## config.mk

```make
export PLATFORM = sky130hd
export DESIGN_NAME = hazard_stall_ctrl_flat
export DESIGN_NICKNAME = d
export VERILOG_FILES = /design/src/rtl/hazard_stall_ctrl_pkg.sv /design/src/rtl/hazard_stall_ctrl_if.sv /design/src/rtl/hazard_stall_ctrl_mdu_sequencer.sv /design/src/rtl/hazard_stall_ctrl.sv /design/src/flat_wrapper.sv
export SDC_FILE = /design/constraint.sdc
export NUM_CORES = 1
export LEC_CHECK = 0
export ABC_AREA = 1
export CAP_MARGIN = 20
export CELL_PAD_IN_SITES_DETAIL_PLACEMENT = 1
export CELL_PAD_IN_SITES_GLOBAL_PLACEMENT = 1
export CORE_UTILIZATION = 41
export DETAILED_ROUTE_END_ITERATION = 16
export DONT_BUFFER_PORTS = 1
export PLACE_DENSITY = 0.79
export SYNTH_ARGS = -nofsm -noshare
export SYNTH_HDL_FRONTEND = slang
export SYNTH_HIERARCHICAL = 1
export SYNTH_SLANG_ARGS = --single-unit
```

## constraint.sdc

```tcl
create_clock -name iClk -period 1.7 [get_ports iClk]
set_input_delay 0.51 -clock iClk [delete_from_list [all_inputs] [get_ports iClk]]
set_output_delay 0.51 -clock iClk [all_outputs]
set_load 0.005 [all_outputs]
```

## src/rtl/hazard_stall_ctrl_pkg.sv

```systemverilog
// Shared types and constants for the pipeline hazard/stall controller.
package hazard_ctrl_pkg;

    // MDU class of the instruction sitting in ID
    typedef enum logic [1:0] {
        MDU_NONE = 2'b00,
        MDU_MUL  = 2'b01,
        MDU_DIV  = 2'b10,
        MDU_MFHL = 2'b11
    } mdu_op_e;

    // MDU sequencer state
    typedef enum logic {
        IDLE = 1'b0,
        RUN  = 1'b1
    } mdu_state_e;

    // $zero is hardwired, so a load into it never creates a dependency
    localparam logic [4:0] REG_ZERO = 5'd0;

endpackage

```

## src/rtl/hazard_stall_ctrl_if.sv

```systemverilog
// Signal bundle between the pipeline datapath and the hazard/stall controller.
interface hazard_stall_ctrl_if;
    logic [4:0] iIdRegRs;
    logic [4:0] iIdRegRt;
    logic       iIdUsesRt;
    logic [1:0] iIdMduOp;
    logic       iExMemRead;
    logic [4:0] iExRegRt;
    logic       iExBranchTaken;
    logic       oPcWrite;
    logic       oIfIdWrite;
    logic       oIfIdFlush;
    logic       oIdExBubble;
    logic       oMduStart;
    logic       oMduIsDiv;
    logic       oMduBusy;

    // Pipeline side: presents ID/EX information, consumes the controls
    modport master (
        output iIdRegRs, iIdRegRt, iIdUsesRt, iIdMduOp,
               iExMemRead, iExRegRt, iExBranchTaken,
        input  oPcWrite, oIfIdWrite, oIfIdFlush, oIdExBubble,
               oMduStart, oMduIsDiv, oMduBusy
    );

    // Controller side
    modport slave (
        input  iIdRegRs, iIdRegRt, iIdUsesRt, iIdMduOp,
               iExMemRead, iExRegRt, iExBranchTaken,
        output oPcWrite, oIfIdWrite, oIfIdFlush, oIdExBubble,
               oMduStart, oMduIsDiv, oMduBusy
    );
endinterface

```

## src/rtl/hazard_stall_ctrl_mdu_sequencer.sv

```systemverilog
// Multiply/divide unit sequencer: issues one start pulse and holds busy
// for exactly MUL_CYCLES or DIV_CYCLES cycles.
module mdu_sequencer
    import hazard_ctrl_pkg::*;
#(
    parameter int MUL_CYCLES = 4,
    parameter int DIV_CYCLES = 32
) (
    input  logic clk,
    input  logic rst,
    input  logic issue,
    input  logic issue_div,
    output logic idle,
    output logic start,
    output logic is_div,
    output logic busy
);
    localparam int CNT_W = $clog2(DIV_CYCLES + 1);

    mdu_state_e       state;
    logic [CNT_W-1:0] cnt;

    assign idle = (state == IDLE);

    // FSM with counter; start/is_div/busy are registered alongside the state
    always_ff @(posedge clk or posedge rst) begin
        if (rst) begin
            state  <= IDLE;
            cnt    <= '0;
            start  <= 1'b0;
            is_div <= 1'b0;
            busy   <= 1'b0;
        end else begin
            start <= 1'b0;
            case (state)
                IDLE: begin
                    if (issue) begin
                        state  <= RUN;
                        cnt    <= issue_div ? CNT_W'(DIV_CYCLES - 1) : CNT_W'(MUL_CYCLES - 1);
                        start  <= 1'b1;
                        is_div <= issue_div;
                        busy   <= 1'b1;
                    end
                end
                RUN: begin
                    // The last busy cycle is the one where the counter reads zero
                    if (cnt == '0) begin
                        state <= IDLE;
                        busy  <= 1'b0;
                    end else begin
                        cnt <= cnt - CNT_W'(1);
                    end
                end
                default: begin
                    state <= IDLE;
                    cnt   <= '0;
                    busy  <= 1'b0;
                end
            endcase
        end
    end
endmodule

```

## src/rtl/hazard_stall_ctrl.sv

```systemverilog
// Pipeline hazard and stall controller: load-use and MDU-busy stalls,
// taken-branch squash, and MDU issue sequencing.
module hazard_stall_ctrl
    import hazard_ctrl_pkg::*;
#(
    parameter int MUL_CYCLES = 4,
    parameter int DIV_CYCLES = 32
) (
    input  logic                 iClk,
    input  logic                 iReset,
    hazard_stall_ctrl_if.slave   bus
);
    logic load_use;
    logic mdu_haz;
    logic mdu_req;
    logic issue;
    logic seq_idle;
    logic mdu_start;
    logic mdu_is_div;
    logic mdu_busy;

    // Hazard detection and MDU issue qualification
    always_comb begin
        load_use = bus.iExMemRead && (bus.iExRegRt != REG_ZERO) &&
                   ((bus.iExRegRt == bus.iIdRegRs) ||
                    (bus.iIdUsesRt && (bus.iExRegRt == bus.iIdRegRt)));
        mdu_haz  = mdu_busy && (bus.iIdMduOp != MDU_NONE);
        mdu_req  = (bus.iIdMduOp == MDU_MUL) || (bus.iIdMduOp == MDU_DIV);
        // mfhi/mflo never issue; a branch squashes the ID instruction first
        issue    = seq_idle && mdu_req && !bus.iExBranchTaken && !load_use;
    end

    mdu_sequencer #(
        .MUL_CYCLES (MUL_CYCLES),
        .DIV_CYCLES (DIV_CYCLES)
    ) u_mdu_seq (
        .clk       (iClk),
        .rst       (iReset),
        .issue     (issue),
        .issue_div (bus.iIdMduOp == MDU_DIV),
        .idle      (seq_idle),
        .start     (mdu_start),
        .is_div    (mdu_is_div),
        .busy      (mdu_busy)
    );

    assign bus.oMduStart = mdu_start;
    assign bus.oMduIsDiv = mdu_is_div;
    assign bus.oMduBusy  = mdu_busy;

    // Pipeline-register control priority: reset, branch squash, stall, run
    always_comb begin
        bus.oPcWrite    = 1'b1;
        bus.oIfIdWrite  = 1'b1;
        bus.oIfIdFlush  = 1'b0;
        bus.oIdExBubble = 1'b0;
        if (iReset) begin
            bus.oPcWrite    = 1'b0;
            bus.oIfIdWrite  = 1'b0;
            bus.oIdExBubble = 1'b1;
        end else if (bus.iExBranchTaken) begin
            bus.oIfIdFlush  = 1'b1;
            bus.oIdExBubble = 1'b1;
        end else if (load_use || mdu_haz) begin
            bus.oPcWrite    = 1'b0;
            bus.oIfIdWrite  = 1'b0;
            bus.oIdExBubble = 1'b1;
        end
    end
endmodule

```

## src/flat_wrapper.sv

```systemverilog
// flat-port wrapper written by rule: the top's interface ports become plain ports
module hazard_stall_ctrl_flat import hazard_ctrl_pkg::*;
#(
    parameter int MUL_CYCLES = 4,
    parameter int DIV_CYCLES = 32
)
  (iClk, iReset, bus_iIdRegRs, bus_iIdRegRt, bus_iIdUsesRt, bus_iIdMduOp, bus_iExMemRead, bus_iExRegRt, bus_iExBranchTaken, bus_oPcWrite, bus_oIfIdWrite, bus_oIfIdFlush, bus_oIdExBubble, bus_oMduStart, bus_oMduIsDiv, bus_oMduBusy);
  hazard_stall_ctrl_if bus_i ();
  input  logic iClk;
  input  logic iReset;
  input wire logic [$bits(bus_i.iIdRegRs)-1:0] bus_iIdRegRs;
  input wire logic [$bits(bus_i.iIdRegRt)-1:0] bus_iIdRegRt;
  input wire logic [$bits(bus_i.iIdUsesRt)-1:0] bus_iIdUsesRt;
  input wire logic [$bits(bus_i.iIdMduOp)-1:0] bus_iIdMduOp;
  input wire logic [$bits(bus_i.iExMemRead)-1:0] bus_iExMemRead;
  input wire logic [$bits(bus_i.iExRegRt)-1:0] bus_iExRegRt;
  input wire logic [$bits(bus_i.iExBranchTaken)-1:0] bus_iExBranchTaken;
  output wire logic [$bits(bus_i.oPcWrite)-1:0] bus_oPcWrite;
  output wire logic [$bits(bus_i.oIfIdWrite)-1:0] bus_oIfIdWrite;
  output wire logic [$bits(bus_i.oIfIdFlush)-1:0] bus_oIfIdFlush;
  output wire logic [$bits(bus_i.oIdExBubble)-1:0] bus_oIdExBubble;
  output wire logic [$bits(bus_i.oMduStart)-1:0] bus_oMduStart;
  output wire logic [$bits(bus_i.oMduIsDiv)-1:0] bus_oMduIsDiv;
  output wire logic [$bits(bus_i.oMduBusy)-1:0] bus_oMduBusy;
  assign bus_i.iIdRegRs = bus_iIdRegRs;
  assign bus_i.iIdRegRt = bus_iIdRegRt;
  assign bus_i.iIdUsesRt = bus_iIdUsesRt;
  assign bus_i.iIdMduOp = bus_iIdMduOp;
  assign bus_i.iExMemRead = bus_iExMemRead;
  assign bus_i.iExRegRt = bus_iExRegRt;
  assign bus_i.iExBranchTaken = bus_iExBranchTaken;
  assign bus_oPcWrite = bus_i.oPcWrite;
  assign bus_oIfIdWrite = bus_i.oIfIdWrite;
  assign bus_oIfIdFlush = bus_i.oIfIdFlush;
  assign bus_oIdExBubble = bus_i.oIdExBubble;
  assign bus_oMduStart = bus_i.oMduStart;
  assign bus_oMduIsDiv = bus_i.oMduIsDiv;
  assign bus_oMduBusy = bus_i.oMduBusy;
  hazard_stall_ctrl #(.MUL_CYCLES(MUL_CYCLES), .DIV_CYCLES(DIV_CYCLES)) u_core (.iClk(iClk), .iReset(iReset), .bus(bus_i));
endmodule
```

# ---- Word level (Yosys, flattened, before mapping)
# Cells that the tools add are included.
dict set report totals {
  output_inout_bits 7
  elab_cells 51
  register_bits 10
  input_bits 22
}
dict set report op_classes {
  reduce_logical 18
  n_eq_ne 7
  n_addsub 1
  n_mux 19
  bitwise 1
}
# operator n
set ops {}
lappend ops {{two-way mux 1 bit} 13}
lappend ops {{two-way mux 6 bit} 2}
lappend ops {{case mux 6 bit (2 select lines)} 1}
lappend ops {{== test 5 bit} 2}
lappend ops {{logical AND 1 bit} 7}
lappend ops {{logical NOT 6 bit} 1}
lappend ops {{AND reduction 2 bit} 3}
lappend ops {{subtractor 6 x 1 -> 6 bit (second input constant)} 1}
lappend ops {{two-way mux 5 bit} 1}
lappend ops {{nonzero test 5 bit} 1}
lappend ops {{!= test 2 x 1 -> 1 bit (second input constant)} 2}
lappend ops {{case mux 1 bit (2 select lines)} 2}
lappend ops {{logical OR 1 bit} 3}
lappend ops {{== test 2 x 1 -> 1 bit (second input constant)} 1}
lappend ops {{== test 2 bit (second input constant)} 1}
lappend ops {{logical NOT 1 bit} 2}
lappend ops {{!= test 2 bit (second input constant)} 1}
lappend ops {{nonzero test 2 bit} 1}
lappend ops {{inverter 1 bit} 1}

# ---- Depth between registers and ports, before layout
dict set report logic_depth {
  word_depth 8
  depth_mapped 14
  ltp_nobuf 14
}

# ---- By module
# The synthesis kept the hierarchy.
# module seq_area_each_um2 cells_each instances area_each_um2
set modules_own_cells {}
lappend modules_own_cells {mdu_sequencer 250.2 76 1 594.3}
lappend modules_own_cells {hazard_stall_ctrl 0.0 69 1 301.5}

# ---- Worst setup path before layout
# Ideal clock, no wire load.
dict set report synth_path {
  path_kind {input to output}
  from {input bus_iExRegRt[1]}
  to {output bus_oPcWrite}
  stages 10
  required_time_ns 1.190
  path_buffers 1
  slack_ns 0.025
  arrival_ns 1.165
  cell_sequence {inv_1 nand2_1 nand2_1 nor2_1 nand3_1 nand2_2 nand2_2 nand2_1 nand2_1 buf_4}
}
dict set report synth_via {
  elab_chain_cells 8
  elab_cells_between_ends 11
  cone_classes {eq/ne: 2; mux: 3; reduce/logical: 6}
}
# item line_no
set synth_rtl {}
lappend synth_rtl {{from (decl)} flat_wrapper.sv:16} ;# input wire logic [$bits(bus_i.iExRegRt)-1:0] bus_iExRegRt;
lappend synth_rtl {{== test 5 bit} hazard_stall_ctrl.sv:26} ;# (bus.iIdUsesRt && (bus.iExRegRt == bus.iIdRegRt)));
lappend synth_rtl {{logical AND 1 bit} hazard_stall_ctrl.sv:26}
lappend synth_rtl {{logical OR 1 bit} hazard_stall_ctrl.sv:25} ;# ((bus.iExRegRt == bus.iIdRegRs) ||
lappend synth_rtl {{logical AND 1 bit *} hazard_stall_ctrl.sv:24} ;# load_use = bus.iExMemRead && (bus.iExRegRt != REG_ZERO) &&
lappend synth_rtl {{logical OR 1 bit *} hazard_stall_ctrl.sv:64} ;# end else if (load_use || mdu_haz) begin
lappend synth_rtl {{two-way mux 1 bit * (3 in a row)} n/a}
lappend synth_rtl {{to (decl)} flat_wrapper.sv:18} ;# output wire logic [$bits(bus_i.oPcWrite)-1:0] bus_oPcWrite;
# Mark *: on every way between the ends. The rest lies on a longest branch, timed or not.

# ---- Worst setup path in the final report
dict set report layout_path {
  from {input bus_iExRegRt[0]}
  to {output bus_oPcWrite}
}
# Same word-level chain as after synthesis.

==> results.md <==
* Num CTS Buffers at 3
* Routed wl met3 at ~95 um
* Crit path top cell by count: nand2_2
* Number of DRC markers in iteration 0 at 8
* Fin crit share at 0.9868
* Tightest Hold Check Type: in -> async
* Wire per inst at 12.33 um
* XOR/XNOR share of the synthesized area at 0.009777
* Placed cells at approximately 170
* X dimension of the die at roughly 49 um
* Distinct cells, synth at 20
* Final WL at roughly 2.2 mm
* RR Endpoint: u_core/u_mdu_seq/cnt[5]
* Reg2Reg Depth at 10
* Data arrival, critical path at ~1.2 ns
* Htree depth at 1
* Register bit total from synthesis at 10
* Yosys warning total at 6
* Post-synthesis mux area share at 0
* First-pass GRT wire length at roughly 3.9 mm
* Worst Tran Pin Value at 0.3984 ns
* GPL Wtd Cong at just over 0.8
* VDD IR-drop max at between 0.0007 and 0.0008 V
* Area grow syn2layout at 15.50%
* P_leak at 0.5870 nW
* Gate count after technology mapping at roughly 150
* Antenna cell count at 0
* Crit start category: primary input
* Die area at 0.002376 mm2
* Post-Syn Area at between 800 and 900 um2
* Via count at 860
* Share of cells above drive strength 1 at 0.3000
* Clk buf depth at 2
* Nets at approximately 180
* Port Buffers at 0
* Vias in the first global route at about 940
* Met1 Wirelength at roughly 950 um
* Initial Utilization at 0.4475
* Vias/cell at between 4 and 5
* Critical path endpoint category: primary output
* Register area share after synthesis at 0.2793
* Core area at about 0.002 mm2
* Post-route DRC at 0
* DR WL met2 at roughly 1.1 mm
* Status: completed
* Critical path, cell by cell: inv_4 -> nand2_2 -> nand2_1 -> nor2_1 -> nand3_1 -> nand2_2 -> nand2_2 -> nand2_2 -> nand2_2
* Clock root cell: clkbuf_4
* Dpl cell area at ~930 um2
* Area leader, netlist: dfrtp_1
* Post-synthesis net count at between 150 and 200
* Top routing layer in use: met4
* Worst r2r src: u_core/u_mdu_seq/state
* PD cells at roughly 1300 mW/mm2
* Design area at approximately 0.0010 mm2
* Skew final at roughly 0.00050 ns
* Final non-filler cell total at between 150 and 200
* Slowest-stage cell, CP: nor2_1
* Crit-path max FO at 4
* Post-synthesis compound-gate area fraction at 0.04749
* CTS tree: yes
* Latest clock arrival within the worst-skew pair at around 0.27 ns
* Crit path largest cell delay at roughly 0.12 ns
* First drt pass iteration count at 4
* Final ANT Viol Nets at 0
* Initial antenna violation count at 0
* Synth area leaders: dfrtp_1 (28%), nand2_1 (20%), inv_1 (13%)
* Total GRT Usage at 0.2139
* Dpl hpwl at between 1.5 and 2 mm
* GR Overflow Total at 0
* Number of cell rows at 16
* Final hold viol count at 0
* Final setup vio count at 0
* Die Ht at 48.75 um
* Ports at 29
* Crit Path Class: in -> out
* Max-Cap Viols at 0
* Synth Area in Adders at 0.05587
* Fmax at roughly 600 MHz
* Rel. slew slack at 0.7341
* Filler cells at roughly 290
* Largest net degree at the start of global routing at 11
* Post-synth top area share at 0.2793
* Final min period at 1.678 ns
* Max-slew violations at 0
* FF-to-FF setup slack at between 0.3 and 0.4 ns
* Worst path required time at 1.19 ns
* Clk slew on worst S/H paths at 0.06 ns
* Largest family of logic cells by synthesized area: simple AND/OR/NAND/NOR gates
* Total Power at 1.340 mW
* Post-Syn Area per Cell at a little over 6 um2
* # clock sinks at 10
* Simple-gate area share of the yosys netlist at 0.4399
-- registers in the layout, indices dropped and copies added (netlist names) --
register and cells:
u_core/u_mdu_seq/cnt 6, u_core/u_mdu_seq/busy 1, u_core/u_mdu_seq/is_div 1, u_core/u_mdu_seq/start 1, u_core/u_mdu_seq/state 1
-- worst max path at each step --
stage          slack [ns]  depth (start not counted)       startpoint                 endpoint
3_5_place_dp        -0.04                         12  bus_iExRegRt[1]  u_core/u_mdu_seq/cnt[4]
5_1_grt             -0.04                          9  bus_iIdRegRs[1]             bus_oPcWrite
4_1_cts              0.03                          9  bus_iExRegRt[1]           bus_oIfIdWrite
2_1_floorplan        0.03                         10  bus_iExRegRt[1]             bus_oPcWrite
6_report             0.02                          9  bus_iExRegRt[0]             bus_oPcWrite
3_3_place_gp         0.06                          9  bus_iExRegRt[1]             bus_oPcWrite
-- critical path, delay by kind of cell --
kind,cells,cell delay (ns)
buffers and inverters,1,0.02
AND/OR/NAND/NOR,8,0.62
-- cell families after synthesis --
| family | Yosys count |
|---|---|
| DFF | 10 |
| adders and majority gates | 4 |
| buffers and inverters | 37 |
| AOI/OAI and AO/OA | 8 |
| and+or+nand+nor | 85 |
| xor gates and xnor gates | 1 |
-- synth_stat cells --
master and instances:
dfrtp_1 10, nor2_4 2, buf_4 1, nor2_2 3
nand4_1 2, inv_2 3, nand2_1 47, o21a_1 1
o21ai_0 2, buf_6 1, nand3_1 11, nand3_4 1
nor2_1 13, a21oi_1 2, o21ai_1 3, nand2_2 5
xnor2_1 1, inv_1 32, ha_1 4, nand2_4 1
-- cell usage in the layout, fill, tap and decap left out, drive strengths merged --
master	count
o21a	1
nor2	18
nand4	2
buf	4
nand2	53
inv	35
nand3	12
o21ai	5
ha	4
xnor2	1
clkbuf	3
a21oi	2
dfrtp	10
-- power by group --
part           switching, mW  internal (mW)
clock                 0.0795         0.0818
sequential             0.117          0.349
combinational          0.445          0.268
total                  0.641          0.699
-- area by class of cell --
| cell class | count | area (um2) | share of cell area |
|---|---|---|---|
| Tap cell | 27 | 33.78 | 0.03265 |
| Clock buffer | 3 | 22.52 | 0.02177 |
| Multi-Input combinational cell | 98 | 546.8 | 0.5284 |
| Inverter | 35 | 151.4 | 0.1463 |
| Sequential cell | 10 | 250.2 | 0.2418 |
| Timing Repair Buffer | 4 | 30.03 | 0.02902 |
-- timing repair --
item                                    4_1_cts  5_1_grt
setup buffers                                 0        2
resized for setup                             1       33
endpoints found under the setup margin        2        3
pin swaps                                     0       23
hold buffers                                  0        0
-- metrics by stage --
| stage | setup slack (ns) | utilization | setup TNS (ns) | hold slack (ns) |
|---|---|---|---|---|
| 2_1_floorplan | 0.02502 | - | 0 | 0.3502 |
| 3_3_place_gp | 0.05591 | 0.4625 | 0 | 0.4093 |
| 3_5_place_dp | -0.04474 | 0.4625 | -0.1099 | 0.4159 |
| 4_1_cts | 0.02745 | 0.4738 | 0 | 0.1242 |
| 5_1_grt | -0.03697 | 0.5169 | -0.07390 | 0.1467 |
| 6_report | 0.02239 | 0.5169 | 0 | 0.1080 |
-- per-layer routing --
metal | GRT usage | vias to the layer above
li1 | - | 435
met4 | 0.05882 | 0
met5 | 0 | -
met1 | 0.2412 | 401
met3 | 0.06289 | 3
met2 | 0.3866 | 21
Note: power is estimated with default switching activity, not from simulation.
